[src/rtl/hd63701_irq_arbiter.sv]
// Interrupt front-end for the HD63701 core: synchronises NMI/IRQ/IRQ2 sources,
// latches edge requests and presents a locked IRQ2 vector until acknowledged.
module hd63701_irq_arbiter #(
  parameter int unsigned      NCH         = 8,
  parameter int unsigned      VW          = 4,
  parameter logic [NCH-1:0]   EDGE_MASK   = '0,
  parameter int unsigned      SYNC_STAGES = 2
) (
  input  logic           CLK,
  input  logic           RST,
  input  logic           NMI_IN,
  input  logic           IRQ_IN,
  input  logic [NCH-1:0] SRC,
  input  logic [NCH-1:0] MASK,
  input  logic [NCH-1:0] CLR,
  input  logic           ACK,
  input  logic [1:0]     ACK_KIND,
  output logic           NMI,
  output logic           IRQ,
  output logic           IRQ2,
  output logic [VW-1:0]  IRQ2V,
  output logic [NCH-1:0] PEND
);

  localparam int unsigned IW = NCH + 2;

  typedef enum logic {
    IDLE,
    LOCKED
  } arb_state_t;

  // Synchroniser bundle layout: {NMI_IN, IRQ_IN, SRC}
  logic [IW-1:0]  sync_q [SYNC_STAGES];
  logic [IW-1:0]  sync_out;
  logic [NCH:0]   prev_q;
  logic [NCH-1:0] src_sync;
  logic [NCH-1:0] src_rise;
  logic           irq_sync;
  logic           nmi_rise;

  logic           nmi_pend;
  logic           nmi_q;
  logic           irq_lvl;
  logic           irq_q;

  logic [NCH-1:0] pend;
  logic [NCH-1:0] pend_d;
  logic [NCH-1:0] req;
  logic [NCH-1:0] vec_sel;

  arb_state_t     state;
  arb_state_t     state_d;
  logic [VW-1:0]  vec_q;
  logic [VW-1:0]  vec_d;
  logic           irq2_q;
  logic           irq2_d;
  logic [VW-1:0]  win_idx;
  logic           win_found;
  logic           held;

  logic           ack_nmi;
  logic           ack_irq2;

  assign sync_out = sync_q[SYNC_STAGES-1];
  assign src_sync = sync_out[NCH-1:0];
  assign irq_sync = sync_out[NCH];
  assign src_rise = src_sync & ~prev_q[NCH-1:0];
  assign nmi_rise = sync_out[NCH+1] & ~prev_q[NCH];

  assign ack_nmi  = ACK && (ACK_KIND == 2'd0);
  assign ack_irq2 = ACK && (ACK_KIND == 2'd2) && (state == LOCKED);

  always_ff @(posedge CLK or posedge RST) begin
    if (RST) begin
      for (int unsigned s = 0; s < SYNC_STAGES; s++) begin
        sync_q[s] <= '0;
      end
      prev_q <= '0;
    end else begin
      sync_q[0] <= {NMI_IN, IRQ_IN, SRC};
      for (int unsigned s = 1; s < SYNC_STAGES; s++) begin
        sync_q[s] <= sync_q[s-1];
      end
      prev_q <= {sync_out[NCH+1], src_sync};
    end
  end

  // One-hot decode of the locked channel, shared by ACK-clear and hold checks
  always_comb begin
    vec_sel = '0;
    for (int unsigned i = 0; i < NCH; i++) begin
      vec_sel[i] = (vec_q == VW'(i));
    end
  end

  // Edge channels: a new edge wins over CLR/ACK in the same cycle
  always_comb begin
    pend_d = '0;
    for (int unsigned i = 0; i < NCH; i++) begin
      if (EDGE_MASK[i]) begin
        pend_d[i] = src_rise[i] | (pend[i] & ~(CLR[i] | (ack_irq2 & vec_sel[i])));
      end else begin
        pend_d[i] = src_sync[i];
      end
    end
  end

  assign req  = pend & ~MASK;
  assign held = |(req & vec_sel);

  always_comb begin
    win_idx   = '0;
    win_found = 1'b0;
    for (int unsigned i = 0; i < NCH; i++) begin
      if (req[i] && !win_found) begin
        win_idx   = VW'(i);
        win_found = 1'b1;
      end
    end
  end

  always_comb begin
    state_d = state;
    vec_d   = vec_q;
    irq2_d  = irq2_q;
    case (state)
      IDLE: begin
        if (win_found) begin
          state_d = LOCKED;
          vec_d   = win_idx;
          irq2_d  = 1'b1;
        end
      end
      LOCKED: begin
        if (ack_irq2 || !held) begin
          state_d = IDLE;
          irq2_d  = 1'b0;
        end
      end
      default: begin
        state_d = IDLE;
        irq2_d  = 1'b0;
      end
    endcase
  end

  always_ff @(posedge CLK or posedge RST) begin
    if (RST) begin
      state    <= IDLE;
      vec_q    <= '0;
      irq2_q   <= 1'b0;
      pend     <= '0;
      nmi_pend <= 1'b0;
      nmi_q    <= 1'b0;
      irq_lvl  <= 1'b0;
      irq_q    <= 1'b0;
    end else begin
      state    <= state_d;
      vec_q    <= vec_d;
      irq2_q   <= irq2_d;
      pend     <= pend_d;
      nmi_pend <= nmi_rise | (nmi_pend & ~ack_nmi);
      nmi_q    <= nmi_pend;
      irq_lvl  <= irq_sync;
      irq_q    <= irq_lvl;
    end
  end

  assign NMI   = nmi_q;
  assign IRQ   = irq_q;
  assign IRQ2  = irq2_q;
  assign IRQ2V = vec_q;
  assign PEND  = pend;

endmodule

[config.mk]
export PLATFORM = sky130hd
export DESIGN_NAME = hd63701_irq_arbiter
export DESIGN_NICKNAME = d
export VERILOG_FILES = /design/src/rtl/hd63701_irq_arbiter.sv
export SDC_FILE = /design/constraint.sdc
export NUM_CORES = 1
export LEC_CHECK = 0
export BUFFER_PORTS_ARGS = -buffer_cell sky130_fd_sc_hd__buf_4
export CORE_ASPECT_RATIO = 0.7
export CORE_UTILIZATION = 45
export DETAILED_ROUTE_END_ITERATION = 16
export PLACE_DENSITY = 0.79
export SLEW_MARGIN = 30
export SYNTH_ARGS = -nofsm -noshare
export SYNTH_HDL_FRONTEND = slang
export SYNTH_SLANG_ARGS = --single-unit
[constraint.sdc]
create_clock -name CLK -period 2.2 [get_ports CLK]
set_clock_uncertainty 0.2 [all_clocks]
set_input_delay 0.66 -clock CLK [delete_from_list [all_inputs] [get_ports CLK]]
set_output_delay 0.66 -clock CLK [all_outputs]
set_load 0.05 [all_outputs]
# Word level (Yosys, flattened, before mapping)
# Index checks and enable logic that the tools add are counted.
# word_totals
out_inout_bits	15
wordCells	75
input_bits	31
register_bits	47
# op_classes
eq_ne	10
reduce_logical	24
n_mux	21
n_bitwise	9
# op_table
operator	n
$mux 4	5
$and 8x8->8	2
$eq 4x3->1 const B	4
$mux 1	13
$logic_and 1x1->1	10
$eq 4x2->1 const B	2
$logic_not 1->1	8
$not 8->8	1
$reduce_or 8->1	1
$eq 4x1->1 const B	1
$logic_not 4->1	1
$pmux 1 s2	2
$reduce_and 2->1	2
$not 1->1	3
$and 1x1->1	2
$eq 2x2->1 const B	1
$logic_not 2->1	1
$mux 2	1
$ne 2x1->1 const B	1
$ne 2x2->1 const B	1
$logic_or 1x1->1	1
$or 1x1->1	1

# Depth between registers and ports, before layout
# depth
depth_word	26
ltp_mapped	4
mapped_depth_nobuf	4

# Least setup slack after synthesis
# OpenSTA, ideal clock, no wires.
# synth_path
kind	in2reg
from	input port MASK[3]
to	register vec_q[2], in the netlist IRQ2V[2]
arrival_time_ns	1.697
required_ns	1.921
path_slack_ns	0.224
setup_ns	0.079
path_stages	4
cell_sequence	and2b_4 > or4_4 > o21ai_2 > mux2i_1
# synth_between
elab_chain_len	17
# synth_lines
item	line_no	text
start: declaration	14	input logic [NCH-1:0] MASK,
$not 8->8 (*)	108	assign req = pend & ~MASK;
$and 8x8->8 (*)	108	
$logic_and 1x1->1 (*)	115	if (req[i] && !win_found) begin
$mux 1 (*)	115	
$logic_not 1->1	115	
$logic_and 1x1->1	115	
$mux 1	115	
$logic_not 1->1	115	
$logic_and 1x1->1	115	
$mux 1	115	
$logic_not 1->1	115	
$logic_and 1x1->1	115	
$mux 1	115	
$logic_not 1->1	115	
$logic_and 1x1->1	115	
$mux 1	115	
$reduce_and 2->1 (no source line)	n/a	
end signal: assignment	159	vec_q <= vec_d;
end: declaration	53	logic [VW-1:0] vec_q;
# Mark *: on every way between the ends. The rest lies on a longest branch, timed or not.
# A chain may end at the register's enable or synchronous reset.

# Worst setup path in the final report
# layout_path
from	register vec_q[0], in the netlist IRQ2V[0]
to	output port IRQ2V[0]
# layout_lines
item	line_no	text
end: declaration	21	output logic [VW-1:0] IRQ2V,
# No word-level cell between the ends.

==> results.ini <==
[finish]
area_growth_pct = 26.3
layout-drive-gt1-share = 0.403
fin_cells = 165
n_fill_cell = 238
n_antenna_cell = 0
multiInputGateArea_sq_um = 295
register_area_sq_um = 951
final_nets = 159
final_area_sq_mm = 0.00168

[grt]
grt_pass1_vias = 730
grt_usage = 0.150
grt_pass1_wl_mm = 3.20
grt_max_degree = 39
grt-ovfl-total = 0
antenna_found_initial = 0

[sta]
setup-violations-final = 0
drv_slew = 0
fin_crit_ps = 1870
tns_ps = 0
final_hold_viol_count = 0
max_freq_mhz = 535
period_share = 0.849
timing.hold.ws_ps = 149
rsz0062_at_grt = no

[critical_path]
critPathMaxStageDelay_ps = 470
worstSetupStartpoint = IRQ2V[0]
crit_chain = buf_4
arrival_ps = 1010
crit_path_end_kind = output pin
path_depth = 1
cpLargestDelayFamily = flip-flops
path_class = flop to output pin
cp_num_buf_inv = 1
ff2ff_setup_slack_ps = 410
cpMaxStageDelayCell = dfrtp_1
rr_endpoint = IRQ2V[2]
r2r_cells = 4
critPathRequiredTime_ps = 1340
start_kind = flop
crit-reg2reg-launch = prev_q[0]
worstPathMaxFanout = 6

[hold_path]
min_from = sync_out[5]
min_path_cells = 0
min_to = PEND[5]
hp-class = flop to flop

[yosys]
synthArstFlopShare = 1.00
netlist_area_sq_mm = 0.00133
synth_nets = 124
synth-main-ff-cell = dfrtp_1
synthTopCellsByCount = dfrtp_1 (38), buf_4 (9), nand2b_1 (6), o21ai_0 (6), inv_1 (5)
yosysWarnings = 0
yosysUniqueCellTypes = 29
ys_ff_latch = 38
synth.area.top_cells = dfrtp_1 (71%), buf_4 (5.1%), nand2b_1 (2.8%), o21ai_0 (2.3%), mux4_1 (2.0%)
synth-edff-count = 0
syn_avg_cell_area_sq_um = 14.3
yosysMostFrequentCell = dfrtp_1
synth_top_area_cell = dfrtp_1
yosys.area.top_type_share = 0.714
ys_seq_area_frac = 0.714
postSynthCellCount = 93

[floorplan]
die_height_um = 47.5
die_area_sq_mm = 0.00319
coreArea_sq_mm = 0.00280
start_util = 0.475
rows = 16
io_pins = 46
die_w_um = 67.0

[status]
status = completed

[clock_tree]
cts_resized = 0
cts_made_buffers = 5
cts_tree = done
clock-sinks = 38
cts_buffer_depth = 2
cts_max_level = 2
clkTransAtPathRegs_ps = 70
insertion_delay_ps = 290
holdBufCountCts = 0
post_cts_buffers = 0
root_buffer = clkbuf_8

[pwr]
ir_worst_vdd_mv = 0.567
p_per_area_mw_per_mm2 = 1080
cellLeakagePower_uw = 0.000795
power_uw = 1820

[place]
io_buffers = 36
placed_cells = 157
gp_congestion = 0.831
hpwl_mm = 1.56
placed_cell_area_sq_mm = 0.00159

[drt]
drc_errors = 0
viasPerCell = 4.72
wire_per_inst_um = 13.0
drt-pass1-iter-count = 3
drt_wl_total_mm = 2.14
drt_iter0_markers = 46
antenna_left = 0
vias = 779

[run]
cap_violations = 0

-- flip-flops by register name (all words and copies together) (netlist names) --
register / flops
IRQ: 1
IRQ2: 1
IRQ2V: 3
NMI: 1
PEND: 3
irq_lvl: 1
nmi_pend: 1
prev_q: 6
state: 1
sync_out: 10
sync_q: 10
-- cells by family after synthesis --
| group | after synthesis | share of synthesized area |
|---|---|---|
| buffers and inverters | 14 | 0.0648 |
| AO/OA/AOI/OAI | 18 | 0.0873 |
| other | 1 | 0.00281 |
| AND/OR/NAND/NOR | 20 | 0.104 |
| multiplexers | 2 | 0.0272 |
| flip-flops | 38 | 0.714 |
-- where the power goes --
| group | internal, uW | switching (uW) |
|---|---|---|
| Combinational | 182 | 292 |
| Sequential | 779 | 83.1 |
| Clock | 251 | 235 |
-- cells in the final DEF (no fill, tap or decap) --
cell type	n
dfrtp_1	38
buf_4	37
nand2b_1	6
o21ai_0	6
clkbuf_8	6
inv_1	5
nor2b_1	3
nand2_1	2
a21oi_1	2
o21ai_1	2
o221ai_1	1
nand3b_1	1
or3b_2	1
o22ai_1	1
nor2b_4	1
and2b_4	1
mux4_1	1
or4_4	1
nand4_1	1
o31ai_1	1
o21ai_2	1
mux2i_1	1
or2b_2	1
nor2_1	1
o2bb2ai_1	1
o31a_2	1
a211oi_1	1
nor3_1	1
o22a_1	1
conb_1	1
clkinv_2	1
clkinvlp_4	1
-- layout make-up --
type	instances	area share
flip-flops and latches	38	0.565
multi-input cells	41	0.175
repair buffers	37	0.165
clock buffers	6	0.0491
well taps	36	0.0268
inverters	5	0.0112
clock inverters	2	0.00743
-- stage by stage --
step / setup WS (ps) / util
floorplan: 224 / -
global placement: 90.4 / 0.567
detailed placement: 77.4 / 0.567
CTS: 318 / 0.600
global route: 285 / 0.600
finish: 332 / 0.600
-- per-layer routing --
layer | part of all wire | vias up | wire, um | GRT usage
li1 | - | 372 | - | -
met3 | 0.076 | 5 | 163 | 0.0595
met2 | 0.47 | 29 | 1000 | 0.250
met5 | 0 | - | 0 | 0
met4 | 0.025 | 0 | 54 | 0.102
met1 | 0.43 | 373 | 920 | 0.165
-- worst max path at each step --
stage                     to  slack [ps]
finish              IRQ2V[0]         330
global route        IRQ2V[0]         280
CTS                 IRQ2V[0]         320
detailed placement  IRQ2V[2]          80
global placement    IRQ2V[2]          90
floorplan           IRQ2V[2]         220
Note: power is estimated with default switching activity, not from simulation.
